`src/rtl/des_round_sequencer.sv`:
```
// des_round_sequencer: iterative DES round controller driving an external f-function, one round per cycle.
// Optional abort input enabled by defining DES_SEQ_ABORT_EN.
module des_round_sequencer #(
    parameter int NUM_ROUNDS = 16
) (
    input  logic        clk,
    input  logic        rst,
    input  logic        in_valid,
    output logic        in_ready,
    input  logic        in_decrypt,
    input  logic [63:0] in_block,
    input  logic [55:0] in_key,
    output logic [31:0] f_r,
    output logic [55:0] f_cd,
    input  logic [31:0] f_result,
    output logic        out_valid,
    input  logic        out_ready,
    output logic [63:0] out_block,
    output logic        busy
`ifdef DES_SEQ_ABORT_EN
    ,
    input  logic        abort
`endif
);
    typedef enum logic [1:0] {IDLE, ROUND, DONE} state_t;
    state_t state, state_nx;
    logic [31:0] l, r, f_r_q;
    logic [27:0] c, d;
    logic [55:0] cd_rot, f_cd_q;
    logic [4:0] round;
    logic [1:0] sh;
    logic decrypt, one, last, kill;

`ifdef DES_SEQ_ABORT_EN
    assign kill = abort && state != IDLE;
`else
    assign kill = 1'b0;
`endif

    // Decrypt rotates right; a zero shift only occurs in decrypt round 1.
    function automatic logic [27:0] rot(input logic [27:0] x, input logic dec, input logic [1:0] n);
        return dec ? (n == 2'd0 ? x : n == 2'd1 ? {x[0], x[27:1]} : {x[1:0], x[27:2]})
                   : (n == 2'd1 ? {x[26:0], x[27]} : {x[25:0], x[27:26]});
    endfunction

    assign one  = round == 5'd1 || round == 5'd2 || round == 5'd9 || round == 5'd16;
    assign last = round == 5'(NUM_ROUNDS);

    always_comb begin
        sh     = decrypt ? (round == 5'd1 ? 2'd0 : one ? 2'd1 : 2'd2) : (one ? 2'd1 : 2'd2);
        cd_rot = {rot(c, decrypt, sh), rot(d, decrypt, sh)};
    end

    always_ff @(posedge clk) begin
        state <= rst ? IDLE : state_nx;
    end

    always_comb begin
        state_nx = kill ? IDLE
                 : (state == IDLE && in_valid) ? ROUND
                 : (state == ROUND && last) ? DONE
                 : (state == DONE && out_ready) ? IDLE
                 : state;
    end

    always_comb begin
        in_ready  = state == IDLE;
        out_valid = state == DONE;
        busy      = state != IDLE;
        f_r       = state == ROUND ? r : f_r_q;
        f_cd      = state == ROUND ? cd_rot : f_cd_q;
        out_block = {r, l};
    end

    always_ff @(posedge clk) begin
        if (rst || kill) begin
            {l, r, c, d, round, decrypt} <= '0;
        end else if (state == IDLE && in_valid) begin
            {l, r}  <= in_block;
            {c, d}  <= in_key;
            decrypt <= in_decrypt;
            round   <= 5'd1;
        end else if (state == ROUND) begin
            l      <= r;
            r      <= l ^ f_result;
            {c, d} <= cd_rot;
            round  <= round + 5'd1;
        end
    end

    // Last values presented to the f-function stay visible outside ROUND.
    always_ff @(posedge clk) begin
        if (rst) begin
            f_r_q  <= '0;
            f_cd_q <= '0;
        end else if (state == ROUND) begin
            f_r_q  <= r;
            f_cd_q <= cd_rot;
        end
    end
endmodule

```
`config.mk`:
```
export PLATFORM = sky130hd
export DESIGN_NAME = des_round_sequencer
export DESIGN_NICKNAME = d
export VERILOG_FILES = /design/src/rtl/des_round_sequencer.sv
export SDC_FILE = /design/constraint.sdc
export NUM_CORES = 1
export LEC_CHECK = 0
export ABC_CLOCK_PERIOD_IN_PS = 2800
export CAP_MARGIN = 10
export CORE_UTILIZATION = 33
export DETAILED_ROUTE_END_ITERATION = 8
export DONT_BUFFER_PORTS = 1
export GPL_TIMING_DRIVEN = 0
export SLEW_MARGIN = 20
export SYNTH_ARGS = -nofsm -noshare
export SYNTH_HDL_FRONTEND = slang
export SYNTH_SLANG_ARGS = --single-unit
```
`constraint.sdc`:
```
create_clock -name clk -period 2.8 [get_ports clk]
set_clock_uncertainty 0.2 [all_clocks]
set_input_delay 0.28 -clock clk [delete_from_list [all_inputs] [get_ports clk]]
set_output_delay 0.28 -clock clk [all_outputs]
set_load 0.02 [all_outputs]
```
After elaboration in Yosys (flattened, before gate mapping)

Cells that the tools add are included.

Add/subtract/negate cells: 1
Equal/unequal tests: 7
Muxes and demuxes: 26
Bitwise logic cells: 1
Reduce and logical (&&, ||, !) cells: 13

Operators with widths:

| cell                | count |
|---|---|
| $mux 28             | 12 |
| $mux 32             | 5 |
| $mux 56             | 1 |
| $xor 32x32->32      | 1 |
| $mux 2              | 5 |
| $reduce_bool 2->1   | 3 |
| $add 5x1->5 const B | 1 |
| $eq 5x1->1 const B  | 1 |
| $eq 5x2->1 const B  | 1 |
| $eq 5x4->1 const B  | 1 |
| $eq 5x5->1 const B  | 1 |
| $eq 2x1->1 const B  | 2 |
| $logic_not 2->1     | 2 |
| $logic_and 1x1->1   | 3 |
| $logic_or 1x1->1    | 3 |
| $mux 1              | 3 |
| $reduce_bool 3->1   | 1 |
| $eq 2x2->1 const B  | 1 |
| $reduce_or 2->1     | 1 |

Register bits after elaboration: 216
Bits of input ports: 157
Output and inout bits: 155
Word-level logic and storage cells: 59

Logic depth before layout (Yosys ltp)

Depth in word-level cells: 13
Depth in mapped cells: 10
Mapped depth without buffers: 7

Worst setup path before layout

Ideal clock, no wire load.

Kind: reg-to-output
Start: reg round[0]
End: out f_cd[51]
Arrival time: 2.226 ns
Data required time: 2.320 ns
Path slack: 0.094 ns
Stages on the path, launching flop included: 9
Path through: dfxtp_1 > inv_1 > ha_1 > nand2b_2 > a221oi_2 > buf_6 > mux2_1 > or4_4 > nand2_1

Cells in the longest elaborated chain, start to end: 12

Ends and longest elaborated chain:

| item                                            | RTL line | RTL |
|---|---|---|
| start, declared                                 | 30       | `logic [4:0] round;` |
| start signal, assigned                          | 87       | `round <= round + 5'd1;` |
| $eq 5x1->1 / $eq 5x2->1 (equally long branches) | 46, 50   |  |
| $logic_or 1x1->1 (3 in a row)                   | 46       | `assign one = round == 5'd1 \|\| round == 5'd2 \|\| round == 5'd9 \|\| round == 5'd16;` |
| $mux 2 (2 in a row)                             | 50       | `sh = decrypt ? (round == 5'd1 ? 2'd0 : one ? 2'd1 : 2'd2) : (one ? 2'd1 : 2'd2);` |
| $mux 2 (*)                                      | 50       |  |
| $eq 2x1->1                                      | 42, 43   |  |
| $mux 28 (2 in a row)                            | 42       | `return dec ? (n == 2'd0 ? x : n == 2'd1 ? {x[0], x[27:1]} : {x[1:0], x[27:2]})` |
| $mux 28 (*)                                     | 42       |  |
| $mux 56 (*)                                     | -        |  |
| end, declared                                   | 14       | `output logic [55:0] f_cd,` |

Mark *: on every way between the ends. The rest lies on a longest branch, timed or not.

Worst setup path after layout

Start: reg round[1]
End: out f_cd[24]

The elaborated chain is that of the path after synthesis.

==> run metrics <==
clock network fraction of design power=0.337; headroom to the max-slew limit=0.411; # Max-Cap Violations=0; data required time at the worst endpoint=roughly 2.3 ns; placed instance count=about 1900; HPWL after DPL=~34000 um; Sw Ratio=0.348; critical setup path kind=flop to output pin; data arrival time of the critical path=approximately 2.7 ns; hold slack final=0.211 ns; CTS Buffer Depth=3; Clock Pin Slew Worst Setup and Hold Paths=~0.06 ns; Worst-Skew Late Latency=roughly 0.55 ns; number of standard cells after synthesis=about 1400; worst-path maximum fanout=4; CP Launch Type=flop; DRC violations left=0; clk sinks=216; most frequent standard cell in the layout excluding fill and tap cells=sky130_fd_sc_hd__nand2_1; endpoint kind of the worst setup timing path=output pin; total power of the final layout=9.98 mW; Layout Cell Area excl Fill=~0.016 mm^2; die footprint=approximately 0.034 mm^2; total length of routed wires=about 51000 um; dominant register cell in the synthesized netlist=sky130_fd_sc_hd__dfxtp_1; Starting Density=0.340; Core Area=roughly 0.032 mm^2; Final ANT Viol Nets=0; PwrDens=between 600 and 700 mW/mm^2; largest net degree at the start of global routing=15; Final Cycle Share=1.14; global-route wire length before repair=between 70000 and 80000 um; mean instance size in the synthesized netlist=~7.5 um^2; cell internal pwr=roughly 6.5 mW; final cell count without fillers=between 2000 and 2500; Final WS setup=-0.394 ns; Final Max Tran Viols=0; antenna violations before repair=1; Total GRT Usage=0.291; RePlAce Congestion=between 0.9 and 1; via count normalized by instance count=between 5 and 6; clock tree from TritonCTS=yes; leakage dissipation=between 6 and 7 nW; number of distinct library cells after synthesis=between 40 and 50; Finish-stage setup viols=56; syn_nets=between 1500 and 2000; vias in the first global route=roughly 12000; count of TritonRoute iterations in the first routing pass=6; status=finished with violations; asr flop ratio synth=0; number of buffers inserted by port buffering=0; cell area after placement=0.0114 mm^2; number of nets at the end of the flow=around 1900; switching component of the power=around 3.5 mW; Tightest Pin Transition=0.883 ns; total grt overflow=0; combinational fraction of design power=0.290; achievable clock frequency=~310 MHz; Vias=between 10000 and 15000; proportion of layout cells with a drive suffix above 1=0.220; violated checks=negative setup slack; number of rows created at floorplan=between 60 and 70; Detailed Route Iter0 Violations=1087; die width=183 um; worst vdd rail ir drop=between 400 and 500 uV; Routed WL per cell=about 24 um; flops & latches, synth=216; final cell utilization of the core=0.504; clock root cell=sky130_fd_sc_hd__clkbuf_16; number of clock buffers inserted by TritonCTS=24; fraction of power consumed by sequential logic=0.373; H-tree depth reported by CTS=1; number of synthesis warnings=0; Final Critical Period=3.19 ns; Worst Hold Class=primary input to flop; commonest non-fill, non-tap cells in the layout=sky130_fd_sc_hd__nand2_1, sky130_fd_sc_hd__dfxtp_1, sky130_fd_sc_hd__dlygate4sd3_1; Die Y-Extent=between 150 and 200 um; I/O pin cnt=~310; final hold violations=0; EDFF count, synth=0; cell area after synthesis=0.0108 mm^2; sequential cell area fraction in the yosys report=0.399; Synth-to-Final Area Change=48.4%; unrepaired setup endpoints after global routing=true
==> what timing repair did <==
action | 4_1_cts | 5_1_grt
setup buffers | 53 | 19
hold buffers | 154 | 0
pin swaps | 79 | 75
cloned | 6 | 5
hold endpoints to repair | 122 | 0
resized for setup | 303 | 107
endpoints found under the setup margin | 287 | 96
==> metrics by stage <==
step / TNS, ns / worst slack [ns]
finish: -15.86 / -0.394
detailed placement: -94.19 / -0.718
CTS: -15.87 / -0.397
floorplan: 0 / 0.0945
global placement: -85.69 / -0.667
global route: -18.87 / -0.434
==> state kept, by name, summed over array words and instances (netlist names) <==
name	flops
f_cd_q	56
f_r_q	32
l	32
r	32
c	28
d	28
round	5
state	2
decrypt	1
==> routing by layer <==
| metal | vias to the layer above | global-route usage | wire length (um) |
|---|---|---|---|
| li1 | 5659 | - | - |
| met1 | 6048 | 0.347 | 20000 |
| met2 | 660 | 0.509 | 24800 |
| met3 | 141 | 0.0562 | 4150 |
| met4 | 0 | 0.121 | 2260 |
| met5 | - | 0 | 0 |
==> cell usage after synthesis (5+ instances only) <==
cell | n | share of area
sky130_fd_sc_hd__nor2_1 | 27 | 0.0094
sky130_fd_sc_hd__or4_1 | 6 | 0.0042
sky130_fd_sc_hd__mux2i_1 | 21 | 0.019
sky130_fd_sc_hd__o21ai_0 | 25 | 0.012
sky130_fd_sc_hd__o211ai_1 | 47 | 0.033
sky130_fd_sc_hd__a31oi_1 | 88 | 0.051
sky130_fd_sc_hd__nor3_1 | 52 | 0.024
sky130_fd_sc_hd__buf_4 | 5 | 0.0035
sky130_fd_sc_hd__nor2b_1 | 21 | 0.012
sky130_fd_sc_hd__o221ai_1 | 21 | 0.017
sky130_fd_sc_hd__mux2_2 | 7 | 0.0073
sky130_fd_sc_hd__buf_2 | 18 | 0.0083
sky130_fd_sc_hd__a21oi_1 | 147 | 0.068
sky130_fd_sc_hd__xnor2_1 | 35 | 0.028
sky130_fd_sc_hd__clkbuf_1 | 98 | 0.034
sky130_fd_sc_hd__or3_1 | 9 | 0.0052
sky130_fd_sc_hd__a211o_1 | 22 | 0.018
sky130_fd_sc_hd__o31ai_1 | 13 | 0.0090
sky130_fd_sc_hd__or2_2 | 5 | 0.0029
sky130_fd_sc_hd__nand2_1 | 405 | 0.14
sky130_fd_sc_hd__a211oi_1 | 9 | 0.0062
sky130_fd_sc_hd__nand3_1 | 56 | 0.026
sky130_fd_sc_hd__a221oi_1 | 19 | 0.015
sky130_fd_sc_hd__inv_1 | 6 | 0.0021
sky130_fd_sc_hd__buf_1 | 11 | 0.0038
sky130_fd_sc_hd__dfxtp_1 | 216 | 0.40
sky130_fd_sc_hd__o21a_1 | 5 | 0.0035
==> power by group through the flow <==
stage	Sequential (mW)	Combinational (mW)	Clock, mW
finish	3.72	2.89	3.37
floorplan	3.65	1.33	0
CTS	3.70	2.54	3.39
global placement	3.75	1.82	0
detailed placement	3.75	1.84	0
global route	3.75	3.04	3.52
==> critical path, cell delays in order, from the launching register on <==
cell and delay, ns:
sky130_fd_sc_hd__dfxtp_4 0.37, sky130_fd_sc_hd__inv_4 0.08, sky130_fd_sc_hd__ha_4 0.14, sky130_fd_sc_hd__nand2b_4 0.07
sky130_fd_sc_hd__a221oi_4 0.35, sky130_fd_sc_hd__buf_6 0.16, sky130_fd_sc_hd__buf_6 0.11, sky130_fd_sc_hd__mux2_4 0.31
sky130_fd_sc_hd__or4_4 0.46, sky130_fd_sc_hd__nand2_4 0.11
==> area by class of cell <==
cell class	count	area [um^2]
timing repair buffer	235	2370
antenna	1	2.50
multi-input combinational	1080	6930
fill	3057	15800
inverter	6	27.5
tap	435	544
sequential	216	4340
clock buffer	26	608
clock inverter	18	229
buffer	131	1020
==> final timing paths <==
path,from,endpoint,slack [ns],cells after the start
setup / recovery,round[1]$_SDFFE_PP0P_,f_cd[24],-0.39,9
hold reg to reg,f_r_q[27]$_SDFF_PP0_,f_r_q[27]$_SDFF_PP0_,0.27,2
hold / removal,in_block[10],r[10]$_SDFFE_PP0P_,0.21,3
setup reg to reg,round[2]$_SDFFE_PP0P_,d[16]$_SDFFE_PP0P_,0.02,11
==> logic make-up after synthesis <==
kind of cell	count (synthesis)	share of synthesized area
compound gates	415	0.249
flops	216	0.399
fa+ha+maj	4	0.00462
mux	31	0.0298
simple gates	594	0.234
buf+inv	141	0.0548
xor+xnor	36	0.0291
Note: power is estimated with default switching activity, not from simulation.
